$ cat config.mk
export PLATFORM = sky130hd
export DESIGN_NAME = buf_stage
export DESIGN_NICKNAME = d
export VERILOG_FILES = /design/src/rtl/buf_pkg.sv /design/src/rtl/sat_counter.sv /design/src/rtl/buf_stage.sv
export SDC_FILE = /design/constraint.sdc
export NUM_CORES = 1
export LEC_CHECK = 0
export ABC_AREA = 1
export CELL_PAD_IN_SITES_DETAIL_PLACEMENT = 1
export CELL_PAD_IN_SITES_GLOBAL_PLACEMENT = 2
export CORE_ASPECT_RATIO = 1.1
export CORE_UTILIZATION = 28
export CTS_CLUSTER_DIAMETER = 80
export DETAILED_ROUTE_END_ITERATION = 6
export PLACE_DENSITY_LB_ADDON = 0.1
export SKIP_CTS_REPAIR_TIMING = 1
export SYNTH_ARGS = -nofsm -noshare
export SYNTH_HDL_FRONTEND = slang
export SYNTH_SLANG_ARGS = --single-unit
$ cat constraint.sdc
create_clock -name clk_buf_stage -period 1.8 [get_ports clk_buf_stage]
set_input_delay 0.36 -clock clk_buf_stage [delete_from_list [all_inputs] [get_ports clk_buf_stage]]
set_output_delay 0.36 -clock clk_buf_stage [all_outputs]
set_load 0.02 [all_outputs]
$ cat src/rtl/buf_pkg.sv
// buf_pkg: state encoding and MIPS constants shared by the buf_stage slice.
package buf_pkg;

    // sll $0,$0,0 encodes as all zeros; used as the bubble instruction.
    localparam logic [31:0] MIPS_NOP = 32'h0000_0000;

    typedef enum logic [1:0] {
        ST_EMPTY = 2'd0,
        ST_ONE   = 2'd1,
        ST_TWO   = 2'd2
    } buf_state_t;

endpackage

$ cat src/rtl/sat_counter.sv
// sat_counter: up-counter that sticks at all-ones once reached.
module sat_counter #(
    parameter int W = 16
) (
    input  logic         clk_sys,
    input  logic         rst_b,
    input  logic         en,
    output logic [W-1:0] count
);

    // Count enabled cycles, holding at the maximum value.
    always_ff @(posedge clk_sys or negedge rst_b) begin
        if (!rst_b) begin
            count <= '0;
        end else if (en && (count != {W{1'b1}})) begin
            count <= count + W'(1);
        end
    end

endmodule

$ cat src/rtl/buf_stage.sv
// buf_stage: generic pipeline stage register carrying {pc_plus4, instruccion}
// with a valid/ready handshake and a one-word skid so in_ready comes straight
// from a flop. Optional upstream stall counter enabled by BUF_STAGE_STATS_EN.
//
// state    | meaning
// ---------+-----------------------------------------------------------
// ST_EMPTY | nothing held; outputs show NOP_INSTR / 0
// ST_ONE   | main register holds the head word; skid empty
// ST_TWO   | main holds head, skid holds the next word; in_ready low
module buf_stage
    import buf_pkg::*;
#(
    parameter int                 INSTR_W   = 32,
    parameter int                 PC_W      = 32,
    parameter logic [INSTR_W-1:0] NOP_INSTR = INSTR_W'(MIPS_NOP)
`ifdef BUF_STAGE_STATS_EN
    ,
    parameter int                 CNT_W     = 16
`endif
) (
    input  logic               clk_buf_stage,
    input  logic               reset_buf_stage,
    input  logic               flush,
    input  logic               in_valid,
    output logic               in_ready,
    input  logic [INSTR_W-1:0] instruccion_in,
    input  logic [PC_W-1:0]    pc_plus4_in,
    output logic               out_valid,
    input  logic               out_ready,
    output logic [INSTR_W-1:0] instruccion_out,
    output logic [PC_W-1:0]    pc_plus4_out
`ifdef BUF_STAGE_STATS_EN
    ,
    output logic [CNT_W-1:0]   stall_cnt
`endif
);

    buf_state_t         state_q, state_d;
    logic [INSTR_W-1:0] main_instr_q, main_instr_d;
    logic [PC_W-1:0]    main_pc_q, main_pc_d;
    logic [INSTR_W-1:0] skid_instr_q, skid_instr_d;
    logic [PC_W-1:0]    skid_pc_q, skid_pc_d;
    logic               in_fire;
    logic               out_fire;

    // Handshake flags come only from the state flop, never from inputs.
    assign out_valid       = (state_q != ST_EMPTY);
    assign in_ready        = (state_q != ST_TWO);
    assign in_fire         = in_valid & in_ready;
    assign out_fire        = out_valid & out_ready;
    assign instruccion_out = main_instr_q;
    assign pc_plus4_out    = main_pc_q;

    // Next-state and payload steering; flush overrides every fire.
    always_comb begin
        state_d      = state_q;
        main_instr_d = main_instr_q;
        main_pc_d    = main_pc_q;
        skid_instr_d = skid_instr_q;
        skid_pc_d    = skid_pc_q;

        if (flush) begin
            state_d      = ST_EMPTY;
            main_instr_d = NOP_INSTR;
            main_pc_d    = '0;
        end else begin
            case (state_q)
                ST_EMPTY: begin
                    if (in_fire) begin
                        state_d      = ST_ONE;
                        main_instr_d = instruccion_in;
                        main_pc_d    = pc_plus4_in;
                    end
                end
                ST_ONE: begin
                    if (in_fire && out_fire) begin
                        main_instr_d = instruccion_in;
                        main_pc_d    = pc_plus4_in;
                    end else if (in_fire) begin
                        state_d      = ST_TWO;
                        skid_instr_d = instruccion_in;
                        skid_pc_d    = pc_plus4_in;
                    end else if (out_fire) begin
                        state_d      = ST_EMPTY;
                        main_instr_d = NOP_INSTR;
                        main_pc_d    = '0;
                    end
                end
                ST_TWO: begin
                    if (out_fire) begin
                        state_d      = ST_ONE;
                        main_instr_d = skid_instr_q;
                        main_pc_d    = skid_pc_q;
                    end
                end
                default: begin
                    state_d      = ST_EMPTY;
                    main_instr_d = NOP_INSTR;
                    main_pc_d    = '0;
                end
            endcase
        end
    end

    // State and payload registers.
    always_ff @(posedge clk_buf_stage or negedge reset_buf_stage) begin
        if (!reset_buf_stage) begin
            state_q      <= ST_EMPTY;
            main_instr_q <= NOP_INSTR;
            main_pc_q    <= '0;
            skid_instr_q <= '0;
            skid_pc_q    <= '0;
        end else begin
            state_q      <= state_d;
            main_instr_q <= main_instr_d;
            main_pc_q    <= main_pc_d;
            skid_instr_q <= skid_instr_d;
            skid_pc_q    <= skid_pc_d;
        end
    end

`ifdef BUF_STAGE_STATS_EN
    sat_counter #(
        .W(CNT_W)
    ) u_stall_cnt (
        .clk_sys (clk_buf_stage),
        .rst_b   (reset_buf_stage),
        .en      (in_valid & ~in_ready),
        .count   (stall_cnt)
    );
`endif

endmodule

==> reports/results.env, run 1 <==
STATUS='finished, final reports clean'
FINAL_COMMON_CELL='nand2_1'
ANTENNA_FOUND_INITIAL=0
POWER_SWITCHING_SHARE_PCT=33.3
YOSYS_CELL_TYPES=15
POWER_SWITCHING_mW=3.78
PWR_DENSITY_CELL_nW_PER_UM2=1360
DP_HPWL_MM=12.3
POSTROUTEWIRELENGTH_MM=18.9
CRITICAL_PATH_FANOUTS_MAX=2
WORST-SLEW-PIN-TRANSITION_NS=0.516
YOSYSTOPAREACELLSHARE_PCT=55.2
FINAL-SEQ-AREA_UM2=3250
DESIGN.CORE.AREA_UM2=20600
GPL.FINAL_WEIGHTED_CONGESTION=0.760
CRITICALPATHCATEGORY='flip-flop to output pin'
TIMING_MAX_TRANSITION_VIOLATIONS_FINAL=0
YS_SEQ_ELEMENTS=130
PORT_BUFFERS=134
CLKSINKCOUNT=130
CTS.HTREE.LEVELS=4
WORST_CLK_SKEW_NS=0.0120
FLOORPLAN.INITIALDENSITY_PCT=28.6
YS_TOP_CELLS_BY_AREA='dfrtp_1 55%, nand2_1 34%, nand3_1 5.9%, buf_2 2.9%, clkbuf_1 0.57%'
FILL_CELLS=2488
DP_CELLS=1161
DRIVE_ABOVE_1_SHARE_PCT=7.36
TIMING.CRITICAL_PATH.MAX_DELAY_FAMILY='buffers and inverters'
VDD.IR_DROP.WORST_mV=0.655
CRIT_REQUIRED_NS=1.44
NUM_ANTENNA_CELLS=0
AREA_OF_THE_MULTI_INPUT_GATES_UM2=2410
VERTICAL_EXTENT_OF_THE_DIE_UM=154
GLOBAL_ROUTE_WIRE_LENGTH_BEFORE_REPAIR_MM=31.1
STARTPOINT_TYPE='flip-flop'
CTS_MAX_PATH_BUFFERS=2
POWER_REPORT.INTERNAL_TOTAL_mW=7.56
SEQ_POWER_SHARE_PCT=39.2
LAYOUT.CELLS.NON_FILLER=1194
DATA_ARRIVAL_TIME_AT_THE_WORST_SLACK_ENDPOINT_NS=1.40
GRT_MAX_DEGREE=65
CLOCK_TREE_FROM_TRITONCTS='done'
TOP_LEVEL_PORTS=135
TOTAL_GLOBAL_ROUTING_TRACK_UTILIZATION_PCT=18.5
POST_SYNTH_INSTANCE_AREA_UM2=5890
NETS=994
MAX_CAP_VIOLATIONS=0
CLK_LATENCY_NS=0.42
DRTANTENNAVIOLNETS=0
TIMING_HOLD_VIOLATIONS_FINAL=0
HP-CLASS='primary input to async pin'
END_KIND='output pin'
DRT-PASS1-ITER-COUNT=6
GRT_SETUP_UNREPAIRED='false'
LARGEST_AREA_CONTRIBUTOR_IN_THE_SYNTHESIZED_NETLIST='dfrtp_1'
MAX_SLEW_MARGIN_PCT=65.6
CRIT_PATH_CELLS='clkdlybuf4s50_1'
CTS_INSERTED_BUFFERS=17
POST_DP_CELL_AREA_UM2=7700
ROWS=55
FIN_TOTAL_PWR_mW=11.3
SYNTH_SEQUENTIAL_AREA_RATIO_PCT=55.2
VIAS=5536
FINALWORSTPATHREQUIREDPERIOD_NS=1.76
VIAS_PER_CELL=4.64
STATIC-LEAKAGE-POWER_nW=4.52
FMAX_MHz=568
VIAS_IN_THE_FIRST_GLOBAL_ROUTE=5877
CP_SLOWEST_CELL='clkdlybuf4s50_1'
POST-ROUTE-DRC-COUNT=0
WORST_HOLD_SLACK_NS=0.459
GLOBALROUTEOVERFLOWTOTAL=0
COMB_POWER_SHARE_PCT=28.1
ROUTE.DETAILED.WL_PER_INST_UM=15.8
DIE_W_UM=140
LARGEST_INCREMENTAL_DELAY_ON_THE_CRITICAL_PATH_NS=0.62
TIMING.FINAL.CRIT_SHARE_PCT=97.9
AREA_DELTA_SYNTH_FINAL_PCT=41.9
SYNTHESIS.NETS=858
ROOT_BUFFER='clkbuf_16'
YOSYS_WARNINGS=0
SYNTHCELLS=789
SETUP_VIOL_COUNT_FINAL=0
FINAL_CELL_AREA_UM2=8360
INITIALDRTVIOLATIONCOUNT=193
TIMING.CRITICAL_PATH.BUF_INV=1
SYN_AVG_CELL_AREA_UM2=7.46
FINALCOREUTILIZATION_PCT=40.6
DIEAREA_UM2=21600
SHARE_CLK_OF_TOTAL_POWER_PCT=32.7
CTS.CLK_SLEW.WORST_PATHS_NS=0.06
LAYOUT.CELLS.MOST_COMMON_LIST='525 x nand2_1, 130 x dfrtp_1, 123 x clkdlybuf4s50_1, 69 x nand3_1, 18 x buf_4'
==> cells in the mapped netlist, drive strengths merged <==
master,number
nand3,70
nand3b,1
clkbuf,9
nor2,8
inv,4
dfrtp,130
o21ai,1
nand2,528
buf,38
==> logic make-up after synthesis <==
group           Yosys count  synth area share [%]
compound gates            1                0.0849
buf+inv                  51                  4.16
flops                   130                  55.2
simple gates            607                  40.5
==> path summary, 6_finish.rpt <==
| check | depth (start not counted) | slack (ns) | start | end |
|---|---|---|---|---|
| max reg2reg | 7 | 0.18 | state_q[0]$_DFFE_PN0P_ | instruccion_out[2]$_DFFE_PN0P_ |
| min reg2reg | 2 | 0.47 | skid_pc_q[30]$_DFFE_PN0P_ | skid_pc_q[30]$_DFFE_PN0P_ |
| min | 2 | 0.46 | reset_buf_stage | instruccion_out[20]$_DFFE_PN0P_ |
| min in group clk_buf_stage | 2 | 0.47 | skid_pc_q[30]$_DFFE_PN0P_ | skid_pc_q[30]$_DFFE_PN0P_ |
| max | 1 | 0.04 | instruccion_out[29]$_DFFE_PN0P_ | instruccion_out[29] |
| max in group asynchronous | 3 | 0.74 | reset_buf_stage | skid_instr_q[30]$_DFFE_PN0P_ |
==> metrics by stage <==
step / setup WS, ns / setup TNS, ns
after detailed placement: -0.198 / -9.22
after CTS: -0.238 / -0.450
final: 0.0385 / 0
after floorplan: 0.347 / 0
after global placement: -0.121 / -4.53
after global routing: 0.000444 / 0
==> final cells by class <==
class / count / share of cell area, %
clock buffer: 20 / 5.34
clock inverter: 12 / 2.16
inverter: 4 / 0.180
multi-input combinational: 608 / 28.8
sequential: 130 / 38.9
tap: 256 / 3.83
timing repair buffer: 164 / 20.7
==> per-layer routing <==
metal | up-vias | global-route usage, % | wire length (um)
li1 | 2686 | - | -
met1 | 2709 | 22.6 | 8420
met2 | 113 | 32.0 | 9450
met3 | 28 | 3.33 | 654
met4 | 0 | 7.69 | 367
met5 | - | 0 | 0
==> power by group through the flow <==
stage | Combinational [mW] | Clock, mW | Sequential, mW
global placement | 3.17 | 0 | 4.44
detailed placement | 3.26 | 0 | 4.50
floorplan | 1.47 | 0 | 4.69
finish | 3.19 | 3.71 | 4.45
CTS | 3.28 | 3.81 | 4.46
global route | 3.58 | 3.91 | 4.56
==> worst register-to-register path, cell delays in order (launching register included) <==
cell and delay (ns):
dfrtp_1 0.38, buf_4 0.17, nor2_1 0.14, nand2_1 0.10, nand3_2 0.13, buf_4 0.41, nand2_1 0.13, nand2_1 0.10
==> sequential cells by signal, indices dropped and copies added (netlist names) <==
name             count
skid_pc_q           32
instruccion_out     32
skid_instr_q        32
pc_plus4_out        32
state_q              2
No activity file was read; power rests on OpenSTA's default activity.
==> inputs of run 2 (changes only) <==
--- a/config.mk
+++ b/config.mk
@@ -5,13 +5,13 @@
 export SDC_FILE = /design/constraint.sdc
 export NUM_CORES = 1
 export LEC_CHECK = 0
-export ABC_AREA = 1
 export CELL_PAD_IN_SITES_DETAIL_PLACEMENT = 1
 export CELL_PAD_IN_SITES_GLOBAL_PLACEMENT = 2
 export CORE_ASPECT_RATIO = 1.1
-export CORE_UTILIZATION = 28
+export CORE_UTILIZATION = 35
 export CTS_CLUSTER_DIAMETER = 80
 export DETAILED_ROUTE_END_ITERATION = 6
+export DONT_BUFFER_PORTS = 1
 export PLACE_DENSITY_LB_ADDON = 0.1
 export SKIP_CTS_REPAIR_TIMING = 1
 export SYNTH_ARGS = -nofsm -noshare
==> reports/results.env, run 2 <==
STATUS='complete, but fails checks'
VIOLATIONS='hold timing'
GRT_SETUP_UNREPAIRED='false'
MAX_SLEW_MARGIN_PCT=76.4
YOSYS_WARNINGS=0
SYNTH_SEQUENTIAL_AREA_RATIO_PCT=56.7
TIMING.FINAL.CRIT_SHARE_PCT=96.6
ANTENNA_FOUND_INITIAL=0
DP_CELLS=557
SYN_AVG_CELL_AREA_UM2=15.0
CLK_LATENCY_NS=0.42
CLOCK_TREE_FROM_TRITONCTS='done'
CRITICAL_PATH_FANOUTS_MAX=7
FLOORPLAN.INITIALDENSITY_PCT=36.2
CLKSINKCOUNT=130
END_KIND='output pin'
FMAX_MHz=575
AREA_DELTA_SYNTH_FINAL_PCT=14.8
SYNTH_FF_TYPE='dfrtp_1'
SEQ_POWER_SHARE_PCT=45.3
NETS=447
ROUTE.DETAILED.WL_PER_INST_UM=25.6
GRT_MAX_DEGREE=131
STARTPOINT_TYPE='flip-flop'
VDD.IR_DROP.WORST_mV=0.677
GLOBAL_ROUTE_WIRE_LENGTH_BEFORE_REPAIR_MM=23.1
CRIT_REQUIRED_NS=1.44
VERTICAL_EXTENT_OF_THE_DIE_UM=136
TOP_LEVEL_PORTS=135
POST_SYNTH_INSTANCE_AREA_UM2=5740
PRE_CTS_WS_NS=0.0946
FINALWORSTPATHREQUIREDPERIOD_NS=1.74
YS_SEQ_ELEMENTS=130
TIMING_MAX_TRANSITION_VIOLATIONS_FINAL=0
VIAS_IN_THE_FIRST_GLOBAL_ROUTE=3982
CTS_INSERTED_BUFFERS=17
SETUP_VIOL_COUNT_FINAL=0
DRTANTENNAVIOLNETS=0
CTS.HTREE.LEVELS=4
HP-CLASS='primary input to async pin'
TIMING_HOLD_VIOLATIONS_FINAL=130
YS_TOP_CELLS_BY_AREA='dfrtp_1 57%, mux2_4 16%, a32oi_1 9.8%, o2bb2ai_1 9.8%, buf_6 2.6%'
NUM_ANTENNA_CELLS=0
LAYOUT.CELLS.MOST_COMMON_LIST='129 x dfrtp_1, 64 x a32oi_1, 64 x o2bb2ai_1, 60 x mux2_4, 17 x clkbuf_16'
VIAS=3511
LARGEST_AREA_CONTRIBUTOR_IN_THE_SYNTHESIZED_NETLIST='dfrtp_1'
PORT_BUFFERS=0
POWER_SWITCHING_mW=2.13
CTS.CLK_SLEW.WORST_PATHS_NS=0.06
WORST-SLEW-PIN-TRANSITION_NS=0.354
FIN_TOTAL_PWR_mW=8.68
DATA_ARRIVAL_TIME_AT_THE_WORST_SLACK_ENDPOINT_NS=1.38
SYNTH_MOST_COMMON_CELL='dfrtp_1'
WORST_HOLD_SLACK_NS=-0.368
SETUP-TNS-FINAL_NS=0
ROWS=48
ROOT_BUFFER='clkbuf_16'
GPL.FINAL_WEIGHTED_CONGESTION=0.669
STATIC-LEAKAGE-POWER_nW=2.90
TOTAL_GLOBAL_ROUTING_TRACK_UTILIZATION_PCT=18.7
PWR_DENSITY_CELL_nW_PER_UM2=1320
INITIALDRTVIOLATIONCOUNT=156
SYNTH_ASYNC_SR_FLOP_SHARE_PCT=100
DESIGN.CORE.AREA_UM2=15900
GLOBALROUTEOVERFLOWTOTAL=0
FINALCOREUTILIZATION_PCT=41.5
LAYOUT.CELLS.NON_FILLER=591
DP_HPWL_MM=8.59
VIAS_PER_CELL=5.94
POWER_SWITCHING_SHARE_PCT=24.6
POSTROUTEWIRELENGTH_MM=15.1
FINAL_COMMON_CELL='dfrtp_1'
WORST_CLK_SKEW_NS=0.00671
COMB_POWER_SHARE_PCT=12.3
SYNTH_COMMONEST_CELLS='130 x dfrtp_1, 64 x a32oi_1, 64 x o2bb2ai_1'
CTS_MAX_PATH_BUFFERS=2
SHARE_CLK_OF_TOTAL_POWER_PCT=42.4
DRIVE_ABOVE_1_SHARE_PCT=31.2
YOSYS_CELL_TYPES=23
POWER_REPORT.INTERNAL_TOTAL_mW=6.55
NUMBER_OF_ENABLE_TYPE_REGISTER_CELLS_IN_THE_SYNTHESIZED_NETLIST=0
SYNTHESIS.NETS=451
CRITICALPATHCATEGORY='flip-flop to output pin'
YOSYSTOPAREACELLSHARE_PCT=56.7
MAX_CAP_VIOLATIONS=0
WORST_SLACK_NS=0.0612
DIEAREA_UM2=16900
DIE_W_UM=124
DRT-PASS1-ITER-COUNT=4
POST-ROUTE-DRC-COUNT=0
SYNTHCELLS=382
[run 2: cell types whose count changed after synthesis, sizes merged, moves of 2 or more]
cell / previous run / this run
nand2: 528 / 1
nand3: 70 / 0
a32oi: 0 / 65
mux2: 0 / 65
o2bb2ai: 0 / 64
buf: 38 / 22
clkbuf: 9 / 18
nor2: 8 / 2
or2: 0 / 3
a21oi: 0 / 2
[run 2: critical path, stage by stage (launching register included)]
cell	delay (ns)
dfrtp_1	0.43
and2b_4	0.30
inv_1	0.08
buf_6	0.14
[run 2: power by group through the flow]
stage	clock, mW	combinational, mW	sequential (mW)
after global placement	0	1.05	3.94
after CTS	3.79	1.09	3.92
after floorplan	0	0.926	3.85
final	3.68	1.07	3.93
after detailed placement	0	1.08	3.95
after global routing	3.90	1.16	3.99
[run 2: kinds of logic after synthesis]
| kind of cell | share of synthesized area (%) |
|---|---|
| flops | 56.7 |
| buf+inv | 4.71 |
| mux | 16.9 |
| simple gates | 0.938 |
| compound gates | 20.8 |
[run 2: layer usage]
layer / wire (um) / GRT usage [%] / vias to the layer above
li1: - / - / 1517
met1: 6260 / 22.4 / 1859
met2: 7290 / 29.0 / 113
met3: 1270 / 7.89 / 22
met4: 282 / 8.13 / 0
met5: 0 / 0 / -
[run 2: layout make-up]
| cell class | instances | area (um2) |
|---|---|---|
| Inverter | 3 | 11.3 |
| Tap cell | 200 | 250 |
| Multi-Input combinational cell | 209 | 2230 |
| Clock inverter | 8 | 123 |
| Sequential cell | 130 | 3250 |
| Clock buffer | 24 | 512 |
| Fill cell | 1572 | 9270 |
| Timing Repair Buffer | 17 | 206 |
[run 2: through the flow]
stage	hold slack, ns	area [um2]
2_1_floorplan	0.0644	5740
3_3_place_gp	0.0679	5930
3_5_place_dp	0.0678	5930
4_1_cts	-0.391	6570
5_1_grt	-0.395	6590
6_report	-0.368	6590
[run 2: path summary, 6_finish.rpt]
path / from / endpoint / slack (ns) / depth (start not counted)
min in group clk_buf_stage: pc_plus4_in[27] / skid_pc_q[27]$_DFFE_PN0P_ / 0.08 / 1
worst max-delay path: state_q[0]$_DFFE_PN0P_ / in_ready / 0.06 / 3
worst min register to register: skid_instr_q[31]$_DFFE_PN0P_ / skid_instr_q[31]$_DFFE_PN0P_ / 0.51 / 1
worst max register to register: state_q[0]$_DFFE_PN0P_ / pc_plus4_out[14]$_DFFE_PN0P_ / 0.11 / 4
worst min-delay path: reset_buf_stage / pc_plus4_out[12]$_DFFE_PN0P_ / -0.37 / 0
max in group asynchronous: reset_buf_stage / instruccion_out[23]$_DFFE_PN0P_ / 2.02 / 0
==> inputs of run 3 (changes only) <==
--- a/config.mk
+++ b/config.mk
@@ -12,6 +12,7 @@
 export CTS_CLUSTER_DIAMETER = 80
 export DETAILED_ROUTE_END_ITERATION = 6
 export DONT_BUFFER_PORTS = 1
+export HOLD_SLACK_MARGIN = 0.02
 export PLACE_DENSITY_LB_ADDON = 0.1
 export SKIP_CTS_REPAIR_TIMING = 1
 export SYNTH_ARGS = -nofsm -noshare
==> results of run 3 <==
Final layout, timing and power as in run 2 (identical DEF).
